## src/rtl/cajero_ctrl.sv

```systemverilog
// ATM session controller: card acceptance, 4-digit PIN entry with three attempts,
// then one deposit or withdrawal against an internal 64-bit balance.
module cajero_ctrl #(
  parameter logic [63:0] BALANCE_INICIAL = 64'd1000
) (
  input  logic        clk,
  input  logic        rst,
  input  logic        tarjeta_recibida,
  input  logic        tipo_tarjeta,
  input  logic [15:0] pin,
  input  logic [3:0]  digito,
  input  logic        digito_stb,
  input  logic        tipo_transaccion,
  input  logic [31:0] monto,
  input  logic        monto_stb,
  output logic        balance_actualizado,
  output logic        entregar_dinero,
  output logic        fondos_insuficientes,
  output logic        pin_incorrecto,
  output logic        advertencia,
  output logic        bloqueo
);

  typedef enum logic [2:0] {
    S_IDLE    = 3'd0,
    S_PIN     = 3'd1,
    S_CHECK   = 3'd2,
    S_TRANS   = 3'd3,
    S_BLOCKED = 3'd4
  } state_t;

  state_t      state, state_n;
  logic [15:0] entry, entry_n;
  logic [1:0]  dig_cnt, dig_cnt_n;
  logic [1:0]  fail_cnt, fail_cnt_n;
  logic [63:0] balance, balance_n;
  logic        tipo_lat, tipo_lat_n;
  logic        upd_n, ent_n, fondos_n, inc_n, adv_n, blq_n;
  logic [63:0] monto_ext;

  // Card type is kept for the record only; nothing downstream consumes it.
  logic unused_tipo;
  assign unused_tipo = tipo_lat;

  assign monto_ext = {32'd0, monto};

  always_ff @(posedge clk or posedge rst) begin
    if (rst) begin
      state                <= S_IDLE;
      entry                <= 16'd0;
      dig_cnt              <= 2'd0;
      fail_cnt             <= 2'd0;
      balance              <= BALANCE_INICIAL;
      tipo_lat             <= 1'b0;
      balance_actualizado  <= 1'b0;
      entregar_dinero      <= 1'b0;
      fondos_insuficientes <= 1'b0;
      pin_incorrecto       <= 1'b0;
      advertencia          <= 1'b0;
      bloqueo              <= 1'b0;
    end else begin
      state                <= state_n;
      entry                <= entry_n;
      dig_cnt              <= dig_cnt_n;
      fail_cnt             <= fail_cnt_n;
      balance              <= balance_n;
      tipo_lat             <= tipo_lat_n;
      balance_actualizado  <= upd_n;
      entregar_dinero      <= ent_n;
      fondos_insuficientes <= fondos_n;
      pin_incorrecto       <= inc_n;
      advertencia          <= adv_n;
      bloqueo              <= blq_n;
    end
  end

  always_comb begin
    state_n    = state;
    entry_n    = entry;
    dig_cnt_n  = dig_cnt;
    fail_cnt_n = fail_cnt;
    balance_n  = balance;
    tipo_lat_n = tipo_lat;
    upd_n      = 1'b0;
    ent_n      = 1'b0;
    fondos_n   = 1'b0;
    inc_n      = 1'b0;
    adv_n      = advertencia;
    blq_n      = bloqueo;

    case (state)
      S_IDLE: begin
        if (tarjeta_recibida) begin
          tipo_lat_n = tipo_tarjeta;
          dig_cnt_n  = 2'd0;
          fail_cnt_n = 2'd0;
          state_n    = S_PIN;
        end
      end
      S_PIN: begin
        if (digito_stb) begin
          entry_n   = {entry[11:0], digito};
          dig_cnt_n = dig_cnt + 2'd1;
          if (dig_cnt == 2'd3) state_n = S_CHECK;
        end
      end
      S_CHECK: begin
        dig_cnt_n = 2'd0;
        if (entry == pin) begin
          fail_cnt_n = 2'd0;
          adv_n      = 1'b0;
          state_n    = S_TRANS;
        end else begin
          fail_cnt_n = fail_cnt + 2'd1;
          inc_n      = 1'b1;
          case (fail_cnt_n)
            2'd1: state_n = S_PIN;
            2'd2: begin
              adv_n   = 1'b1;
              state_n = S_PIN;
            end
            default: begin
              adv_n   = 1'b0;
              blq_n   = 1'b1;
              state_n = S_BLOCKED;
            end
          endcase
        end
      end
      S_TRANS: begin
        if (monto_stb) begin
          if (!tipo_transaccion) begin
            balance_n = balance + monto_ext;
            upd_n     = 1'b1;
          end else if (monto_ext <= balance) begin
            balance_n = balance - monto_ext;
            upd_n     = 1'b1;
            ent_n     = 1'b1;
          end else begin
            fondos_n = 1'b1;
          end
          state_n = S_IDLE;
        end
      end
      S_BLOCKED: blq_n = 1'b1;
      default:   state_n = S_IDLE;
    endcase
  end

endmodule

```

## config.mk

```make
export PLATFORM = sky130hd
export DESIGN_NAME = cajero_ctrl
export DESIGN_NICKNAME = d
export VERILOG_FILES = /design/src/rtl/cajero_ctrl.sv
export SDC_FILE = /design/constraint.sdc
export NUM_CORES = 1
export LEC_CHECK = 0
export CAP_MARGIN = 20
export CORE_AREA = 2 2 135 137
export CTS_CLUSTER_SIZE = 25
export DETAILED_ROUTE_END_ITERATION = 10
export DIE_AREA = 0 0 137 139
export PLACE_DENSITY = 0.78
export SLEW_MARGIN = 15
export SYNTH_ARGS = -nofsm -noshare
export SYNTH_HDL_FRONTEND = slang
export SYNTH_SLANG_ARGS = --single-unit
```

## constraint.sdc

```tcl
create_clock -name clk -period 7.2 [get_ports clk]
set_clock_uncertainty 0.1 [all_clocks]
set_input_delay 0.72 -clock clk [delete_from_list [all_inputs] [get_ports clk]]
set_output_delay 0.72 -clock clk [all_outputs]
set_load 0.01 [all_outputs]
```

==> reports/metrics.cfg <==
[synthesis]
synth_nets = 1237
synthesis.area_mm2 = 0.00867
synth_edf_count = 0
synth_cell_types = 83
synthTopCellsByArea = dfrtp_1, ha_1, a21oi_1, nand2_1, o21ai_0
syn_inst = 1109
synth_top_area_share_pct = 25.1
netlist_top_cells_count = nand2_1, a21oi_1, dfrtp_1
ys.flop_type = dfrtp_1
synthArstFlopShare_pct = 100
yosysWarningCount = 0
avgSynthCellArea_um2 = 7.82
yosys.area.top_type = dfrtp_1
synth-seq-area-share_pct = 26.9
synth-seq-cells = 93
yosysMostFrequentCell = nand2_1

[outcome]
status = complete, no violations

[critical_path]
cpMostUsedCell = a21oi_4
path_class = input port to flip-flop
path_delay_family = compound AO/OA/AOI/OAI gates
cp_max_fo = 78
required_ns = 7.34
reg2regPathDepth = 15
slowest_delay_ns = 0.71
rrSetupSlack_ns = 2.66
slowest_stage = a31o_4
crit_arrival_ns = 5.08
cp-end-kind = flip-flop
critPathLaunchType = input port
crit_buf_inv = 3
worstPathCellList = clkdlybuf4s50_1, ha_1, inv_1, fa_1, a21oi_4, a21oi_2, o41ai_4, o21ai_2, a2111o_1, a21oi_4, a31o_4, inv_2, o21ai_1, a21oi_1, xor2_1
worst-path-stages = 15

[final_layout]
syn_to_final_growth_pct = 11.4
nNetsFinal = 1256
diodes = 0
fin_util_pct = 54.7
nFillCells = 1700
layout-drive-gt1-share_pct = 5.56

[routing]
dr.pass1.iters = 7
vias = 8406
routed_wirelength_mm = 23.9
viasPerCell = 6.17
wl_met2_mm = 10.5
top_layer_used = met4
drt_iter0_drc = 998
drc_errors = 0
wl_met1_mm = 10.7
wl_met3_mm = 2.05
wl_per_cell_um = 17.6
drt.antenna.violating_nets = 0

[floorplan]
die_area_mm2 = 0.0190
ios = 65
die_y_um = 139
die_w_um = 137
fp-row-count = 49
core_mm2 = 0.0177
initial_core_util_pct = 49.1

[cts]
cts_made_buffers = 9
path_clk_slew_ns = 0.08
cts-resized-gates = 0
clock_path_buffers = 2
clock_latency_ns = 0.36
cts_num_sinks = 93
postCtsSetupBuffers = 0
htreeDepth = 3
hold_buffers = 0
cts_tree = yes
root_buffer = clkbuf_16

[sta]
setup_viol = 0
min_period_over_period_pct = 68.6
fmax_ghz = 0.203
fin_crit_ns = 4.94
tns_ns = 0
slew_headroom_pct = 39.9
rsz0062_at_grt = false
hold_viol = 0
tightest_slew_ns = 0.902
slew_violations = 0

[grt]
grt.overflow.total = 0
grtUsageTotal_pct = 26.0
grt_max_degree = 79
grt_pass1_wl_mm = 40.2
grt_pass1_vias = 8028
antenna_found_initial = 0

[place]
port_buffers = 63
post-dp-hpwl_mm = 18.1
gp_congestion = 0.992

[power_and_ir_drop]
swShare_pct = 47.8
internal_power_uw = 1630
power.switching_uw = 1490
p_per_area_mw_per_mm2 = 323
peakVddDrop_mv = 0.188
clock_power_share_pct = 15.9
seq_power_share_pct = 26.5
combPwrFrac_pct = 57.5
p_leak_uw = 0.00427

[job]
maxCapViolations = 0

[hold_path]
whs_path_depth = 1
hold_path_class = flip-flop to flip-flop

power groups by stage:
stage	clock [uW]	combinational [uW]	sequential (uW)
floorplan	0	1380	790
global placement	0	1720	825
detailed placement	0	1750	836
CTS	509	1760	827
global route	532	1990	851
finish	498	1800	827
cells in the final DEF (no fill, tap or decap), drive strengths merged, types with 4 or more instances in the layout:
master / count
o311ai: 4
inv: 80
a21boi: 4
ha: 67
clkinv: 5
a21o: 14
a2111oi: 9
nand4: 25
o211ai: 9
xor2: 35
dfrtp: 87
mux2: 13
or2: 6
o41ai: 4
clkdlybuf4s50: 62
and3: 12
xnor2: 40
mux2i: 6
o31ai: 10
nor2: 84
a31oi: 13
o21bai: 17
nor2b: 17
nor3: 40
a211oi: 7
clkbuf: 9
a21oi: 92
nor4: 25
nand2b: 13
dfstp: 6
nand3: 38
buf: 4
or3: 8
nand2: 113
o21a: 5
o21ai: 84
and2: 8
logic make-up (layout without fill, tap and decap cells):
family                   Yosys count  in the layout  synth area share, %
AND/OR/NAND/NOR                  403            403                 22.8
AO/OA/AOI/OAI                    314            314                 23.8
buffers and inverters            136            160                 6.42
flip-flops                        93             93                 26.9
XOR/XNOR                          75             75                 7.57
adder cells (fa/ha/maj)           69             69                 10.1
multiplexers                      19             19                 2.38
worst paths after layout:
check,startpoint,end
min in group asynchronous,rst,entry[6]$_DFFE_PP0P_
hold reg to reg,bloqueo$_DFFE_PP0P_,bloqueo$_DFFE_PP0P_
hold / removal,bloqueo$_DFFE_PP0P_,bloqueo$_DFFE_PP0P_
setup / recovery,monto[0],balance[54]$_DFFE_PP0P_
setup reg to reg,balance[0]$_DFFE_PP0P_,balance[54]$_DFFE_PP0P_
max in group asynchronous,rst,balance[27]$_DFFE_PP0P_
cell type report:
class / instances / area [um^2] / share of cell area, %
sequential: 93 / 2330 / 24.2
multi-input combinational: 880 / 5780 / 59.8
clock buffer: 9 / 225 / 2.33
timing repair buffer: 66 / 648 / 6.71
inverter: 78 / 295 / 3.06
clock inverter: 7 / 91.3 / 0.945
tap: 229 / 287 / 2.97
registers in the layout (all words and copies together), names as in the netlist:
register / flops
fondos_insuficientes: 1
bloqueo: 1
balance_actualizado: 1
advertencia: 1
pin_incorrecto: 1
state: 3
balance: 64
dig_cnt: 2
fail_cnt: 2
entregar_dinero: 1
entry: 16
per-layer routing:
| layer | vias up | track usage (%) |
|---|---|---|
| met5 | - | 0 |
| met4 | 0 | 9.66 |
| met3 | 55 | 3.76 |
| met2 | 442 | 39.5 |
| met1 | 3888 | 37.3 |
| li1 | 4021 | - |
per-stage QoR:
stage / cell area (um^2) / setup slack (ns) / std cells / hold WS (ns) / power, uW
final: 9660 / 2.26 / 1362 / 0.387 / 3120
after global routing: 9660 / 2.00 / 1362 / 0.401 / 3370
after CTS: 9660 / 2.27 / 1362 / 0.381 / 3100
after detailed placement: 9350 / 1.92 / 1346 / 0.362 / 2590
after global placement: 9350 / 1.96 / 1346 / 0.359 / 2550
after floorplan: 8670 / 3.64 / 1109 / 0.361 / 2170
No activity file was read; power rests on OpenSTA's default activity.
